`src/rtl/rename_regfile.sv`:
```
// rtl/rename_regfile.sv - 32-entry register file with rename busy/tag tracking and one checkpoint (option: RENAME_REGFILE_BYPASS_EN)
module rename_regfile #(
    parameter int XLEN  = 32,
    parameter int TAG_W = 5,
    parameter int NRD   = 2,
    parameter int NWR   = 2
) (
    input  logic                  clk,
    input  logic                  rst,
    input  logic                  flush,
    input  logic [NWR-1:0]        wr_en,
    input  logic [NWR*5-1:0]      wr_id,
    input  logic [NWR*TAG_W-1:0]  wr_tag,
    input  logic [NWR*XLEN-1:0]   wr_val,
    input  logic                  ren_en,
    input  logic [4:0]            ren_reg,
    input  logic [TAG_W-1:0]      ren_tag,
    input  logic [NRD*5-1:0]      rd_id,
    output logic [NRD-1:0]        rd_busy,
    output logic [NRD*TAG_W-1:0]  rd_tag,
    output logic [NRD*XLEN-1:0]   rd_val,
    input  logic                  ckpt_save,
    input  logic                  ckpt_restore,
    output logic                  ckpt_valid
);

    localparam int NREG = 32;

    // Architectural state and its next-state image
    logic [XLEN-1:0]  val_q  [NREG];
    logic [XLEN-1:0]  val_d  [NREG];
    logic [TAG_W-1:0] tag_q  [NREG];
    logic [TAG_W-1:0] tag_d  [NREG];
    logic [NREG-1:0]  busy_q;
    logic [NREG-1:0]  busy_d;

    // Checkpoint copy of the busy/tag bits (values are never checkpointed)
    logic [TAG_W-1:0] ctag_q [NREG];
    logic [TAG_W-1:0] ctag_d [NREG];
    logic [NREG-1:0]  cbusy_q;
    logic [NREG-1:0]  cbusy_d;
    logic             cvalid_q;
    logic             cvalid_d;

    // Per-port one-hot register decode of commits, and the resulting busy clears
    logic [NREG-1:0]  wr_hit [NWR];
    logic [NREG-1:0]  clr_main;
    logic [NREG-1:0]  clr_ckpt;

    logic             restore_go;
    logic             save_go;
    logic             ren_go;

    // Command qualification: flush overrides restore, restore overrides rename/save
    always_comb begin
        restore_go = ckpt_restore && cvalid_q && !flush;
        save_go    = ckpt_save && !ckpt_restore && !flush;
        ren_go     = ren_en && (ren_reg != 5'd0) && !flush && !restore_go;
    end

    // Decode commit ports to registers; x0 never matches
    always_comb begin
        for (int p = 0; p < NWR; p++) begin
            wr_hit[p] = '0;
            for (int r = 1; r < NREG; r++) begin
                wr_hit[p][r] = wr_en[p] && (wr_id[p*5 +: 5] == 5'(r));
            end
        end
    end

    // A commit clears busy only when its tag matches the current producer tag
    always_comb begin
        clr_main = '0;
        clr_ckpt = '0;
        for (int p = 0; p < NWR; p++) begin
            for (int r = 1; r < NREG; r++) begin
                if (wr_hit[p][r] && busy_q[r] && (tag_q[r] == wr_tag[p*TAG_W +: TAG_W]))
                    clr_main[r] = 1'b1;
                if (wr_hit[p][r] && cbusy_q[r] && (ctag_q[r] == wr_tag[p*TAG_W +: TAG_W]))
                    clr_ckpt[r] = 1'b1;
            end
        end
    end

    // Next-state computation: commits, then flush / restore / rename+save
    always_comb begin
        val_d    = val_q;
        tag_d    = tag_q;
        ctag_d   = ctag_q;
        busy_d   = busy_q & ~clr_main;
        cbusy_d  = cvalid_q ? (cbusy_q & ~clr_ckpt) : cbusy_q;
        cvalid_d = cvalid_q;

        // Later ports overwrite earlier ones so the highest-index port wins
        for (int p = 0; p < NWR; p++) begin
            for (int r = 1; r < NREG; r++) begin
                if (wr_hit[p][r])
                    val_d[r] = wr_val[p*XLEN +: XLEN];
            end
        end

        if (flush) begin
            busy_d   = '0;
            cvalid_d = 1'b0;
        end else if (restore_go) begin
            busy_d   = cbusy_q & ~clr_ckpt;
            tag_d    = ctag_q;
            cvalid_d = 1'b0;
        end else begin
            if (ren_go) begin
                busy_d[ren_reg] = 1'b1;
                tag_d[ren_reg]  = ren_tag;
            end
            // Save captures the state as it will be after this edge
            if (save_go) begin
                cbusy_d  = busy_d;
                ctag_d   = tag_d;
                cvalid_d = 1'b1;
            end
        end
    end

    // State registers with synchronous reset
    always_ff @(posedge clk) begin
        if (rst) begin
            for (int r = 0; r < NREG; r++) begin
                val_q[r]  <= '0;
                tag_q[r]  <= '0;
                ctag_q[r] <= '0;
            end
            busy_q   <= '0;
            cbusy_q  <= '0;
            cvalid_q <= 1'b0;
        end else begin
            for (int r = 0; r < NREG; r++) begin
                val_q[r]  <= val_d[r];
                tag_q[r]  <= tag_d[r];
                ctag_q[r] <= ctag_d[r];
            end
            busy_q   <= busy_d;
            cbusy_q  <= cbusy_d;
            cvalid_q <= cvalid_d;
        end
    end

    assign ckpt_valid = cvalid_q;

    // Zero-latency read ports, optionally forwarding this cycle's commit/rename
    always_comb begin
        rd_busy = '0;
        rd_tag  = '0;
        rd_val  = '0;
        for (int i = 0; i < NRD; i++) begin
            rd_busy[i]                 = busy_q[rd_id[i*5 +: 5]];
            rd_tag[i*TAG_W +: TAG_W]   = tag_q[rd_id[i*5 +: 5]];
            rd_val[i*XLEN +: XLEN]     = val_q[rd_id[i*5 +: 5]];
`ifdef RENAME_REGFILE_BYPASS_EN
            if (!rst) begin
                if (clr_main[rd_id[i*5 +: 5]]) begin
                    rd_busy[i]             = 1'b0;
                    rd_val[i*XLEN +: XLEN] = val_d[rd_id[i*5 +: 5]];
                end
                if (ren_go && (ren_reg == rd_id[i*5 +: 5])) begin
                    rd_busy[i]               = 1'b1;
                    rd_tag[i*TAG_W +: TAG_W] = ren_tag;
                end
            end
`endif
        end
    end

endmodule
```
`config.mk`:
```
export PLATFORM = sky130hd
export DESIGN_NAME = rename_regfile
export DESIGN_NICKNAME = d
export VERILOG_FILES = /design/src/rtl/rename_regfile.sv
export SDC_FILE = /design/constraint.sdc
export NUM_CORES = 2
export LEC_CHECK = 0
export CAP_MARGIN = 30
export CORE_ASPECT_RATIO = 0.6
export CORE_MARGIN = 1
export CORE_UTILIZATION = 40
export CTS_CLUSTER_DIAMETER = 50
export DETAILED_ROUTE_END_ITERATION = 10
export SLEW_MARGIN = 20
export SYNTH_ARGS = -nofsm -noshare
export SYNTH_HDL_FRONTEND = slang
export SYNTH_SLANG_ARGS = --single-unit
```
`constraint.sdc`:
```
create_clock -name clk -period 2.85 [get_ports clk]
set_input_delay 0.57 -clock clk [delete_from_list [all_inputs] [get_ports clk]]
set_output_delay 0.57 -clock clk [all_outputs]
set_load 0.005 [all_outputs]
```
==> metrics.md <==
| Metric | Value |
|---|---|
| Status | finished, violations left |
| Violated checks | negative setup slack |
| Max-cap violations | 0 |
| Final Hold Fails | 0 |
| Post-synthesis sequential element count | 1377 |
| WP data arrival | 2.71 ns |
| # fillers | 18857 |
| Reg2reg end | ctag_q[85]$_SDFFE_PP0P_ |
| Root Buffer | clkbuf_16 |
| Layout Cell Area excl Fill | 108000 um2 |
| Synthesis Warnings | 0 |
| Wire per inst | 33.4 um |
| Final wirelength | 426 mm |
| First-pass GRT wire length | 598 mm |
| CP Max Fanout | 3 |
| Clk Latency, worst-skew pair | 0.87 ns |
| Share of the yosys chip area belonging to registers | 32.0% |
| F_max | 0.305 GHz |
| Clk_skew | 0.0526 ns |
| Post-CTS Hold Fix Bufs | 0 |
| Placed cell area | 99700 um2 |
| I/O Buffers | 188 |
| Syn_nets | 9503 |
| Max rail drop VDD | 442 uV |
| RSZ-0062 raised after global routing | yes |
| Reg2reg setup slack | 0.46 ns |
| Area growth, synth to finish | 25.2% |
| Worst EP required | 2.28 ns |
| Maximum clock path buffer count | 4 |
| Ports | 189 |
| Critical Path Start Type | flip-flop |
| Layout cells sized above 1 | 26.3% |
| DP HPWL | 283 mm |
| CP Launch Point | tag_q[23]$_SDFFE_PP0N_ |
| Fin crit share | 115% |
| H-tree Lvls | 4 |
| Min-Delay Path Depth | 4 |
| Average cell area after synthesis | 9.18 um2 |
| Slew Limit Fails | 0 |
| Die width | 601 um |
| Slew Limit Headroom | 31.3% |
| Clock sinks | 1377 |
| Rows | 131 |
| Grt total ovfl | 0 |
| Via count | 87431 |
| Clock tree from TritonCTS | done |
| Total CTS buffers | 168 |
| Number of synthesized flops with an enable pin | 0 |
| Vias in the first global route | 80637 |
| Worst Hold Class | in -> reg |
| FFs w/ async S/R, synth | 0% |
| Worst Setup EP | rd_tag[8] |
| Reg area | 27800 um2 |
| Vias per inst | 6.85 |
| Critical Path End Type | output pin |
| Tot Pwr | 50.1 mW |
| Mapped Cells | 9391 |
| First-pass iteration count of the detailed router | 9 |
| WS Path Type | reg -> out |
| DRC errors left | 0 |
| Core footprint | 213000 um2 |
| Reg2reg start | ckpt_valid$_SDFFE_PP0P_ |
| Power per Cell Area | 464 nW/um2 |
| Reg clk slew, reported paths | 0.06 ns |
| Largest net degree at the start of global routing | 198 |
| Post-route ant nets | 0 |
| Nets | 9873 |
| Synth Cell Area | 86200 um2 |
| Initial antenna violation count | 24 |
| Die Ht | 362 um |
| Netlist cell types | 69 |
| Reg2Reg Depth | 6 |
| Worst-Margin Slew | 1.03 ns |
| Initial core utilization | 40.4% |
| Multi-input logic area | 55700 um2 |
| Total leakage power | 40.6 nW |
| Final setup margin | -0.428 ns |
| Overall Global Routing Usage | 37.5% |
| DRT iter0 DRCs | 14756 |
| Synth Flop Type | dfxtp_1 |
| Finish-stage setup viols | 76 |
| Tmin final | 3.28 ns |
| Die area | 217000 um2 |
| RePlAce Congestion | 1.01 |
| Final core utilization | 50.6% |
-- state kept, by name, summed over array words and instances, names as in the netlist --
signal,count
tag_q,160
val_q,992
busy_q,32
ctag_q,160
ckpt_valid,1
cbusy_q,32
-- kinds of logic (layout without fill, tap and decap cells) --
kind of cell,Yosys count,in the layout,share of synthesized area (%)
xor+xnor,620,620,6.30
simple gates,2307,2307,11.3
buf+inv,1278,1769,6.05
other cells,0,17,0
compound gates,2324,2324,19.4
mux,1485,1485,24.9
flops,1377,1377,32.0
-- per-stage QoR --
stage	worst slack, ns	TNS [ns]	hold WS (ns)	cells
4_1_cts	-0.474	-15.43	0.116	12710
5_1_grt	-0.454	-16.01	0.169	12753
3_3_place_gp	-1.62	-74.04	0.438	12404
6_report	-0.428	-14.28	0.152	12758
3_5_place_dp	-1.20	-78.47	0.449	12404
2_1_floorplan	0.0171	0	0.432	9391
-- routing by layer --
metal,GRT usage (%),vias up,share of wire [%],wire length (um)
met5,1.25,-,0.11,487
met4,16.8,30,5.0,21200
met3,16.0,1201,17,72200
met2,48.1,7376,38,160000
met1,53.0,42947,40,172000
li1,-,35877,-,-
-- critical path: stages, from the launching register on --
cell,delay [ns]
dfxtp_4,0.37
mux4_2,0.54
a22o_4,0.30
a221oi_2,0.19
o221ai_1,0.16
buf_4,0.18
buf_6,0.11
-- cell usage after synthesis, types with 103 or more instances --
library cell,instances,area (um2)
dfxtp_1,1377,27600
nor2_1,1315,4940
a211oi_1,906,6800
mux2i_1,889,8900
clkbuf_1,856,3210
mux4_2,520,11700
nand2_1,451,1690
xor2_1,313,2740
xnor2_1,307,2690
a21oi_1,289,1450
o21ai_0,251,1260
nand3_1,206,1030
buf_2,178,891
a311oi_1,177,1550
a22o_1,152,1330
nor3_1,127,636
o41ai_1,112,981
inv_1,105,394
o22ai_1,103,644
-- worst min-delay path by stage --
stage                                   startpoint  slack (ns)                       to
after global placement    ctag_q[156]$_SDFFE_PP0P_        0.44  tag_q[156]$_SDFFE_PP0N_
after CTS                                    flush        0.12   tag_q[41]$_SDFFE_PP0N_
after floorplan           ctag_q[155]$_SDFFE_PP0P_        0.43  tag_q[155]$_SDFFE_PP0N_
final                                        flush        0.15   tag_q[41]$_SDFFE_PP0N_
after detailed placement   cbusy_q[0]$_SDFFE_PP0P_        0.45  cbusy_q[0]$_SDFFE_PP0P_
after global routing                         flush        0.17   tag_q[41]$_SDFFE_PP0N_
-- report_power, final --
group / internal (mW) / leakage (nW) / total (mW) / switching, mW
Combinational: 3.03 / 26.8 / 7.73 / 4.70
Clock: 12.7 / 2.66 / 22.3 / 9.61
Sequential: 19.6 / 11.2 / 20.0 / 0.396
Total: 35.4 / 40.6 / 50.1 / 14.7
-- final cells by class --
class,count,area share (%)
clock buffer,220,4.26
timing repair buffer,1373,13.9
clock inverter,71,0.776
tap,2859,3.31
inverter,105,0.365
sequential,1377,25.7
antenna,17,0.0394
multi-input combinational,6736,51.6
-- placed cells by master (no fill, tap or decap), drive strengths merged, types with 225 or more instances in the layout --
| master | Yosys | layout |
|---|---|---|
| mux4 | 520 | 520 |
| clkbuf | 858 | 225 |
| xor2 | 313 | 313 |
| buf | 315 | 1274 |
| a211oi | 906 | 906 |
| o21ai | 251 | 251 |
| nor2 | 1329 | 1329 |
| dfxtp | 1377 | 1377 |
| xnor2 | 307 | 307 |
| nand2 | 451 | 451 |
| a21oi | 290 | 290 |
| mux2i | 889 | 889 |
-- repair_timing --
item / 4_1_cts / 5_1_grt
cloned: 14 / 3
pin swaps: 201 / 78
setup buffers: 42 / 36
endpoints found under the setup margin: 76 / 76
gates resized for setup: 769 / 131
Note: power is estimated with default switching activity, not from simulation.
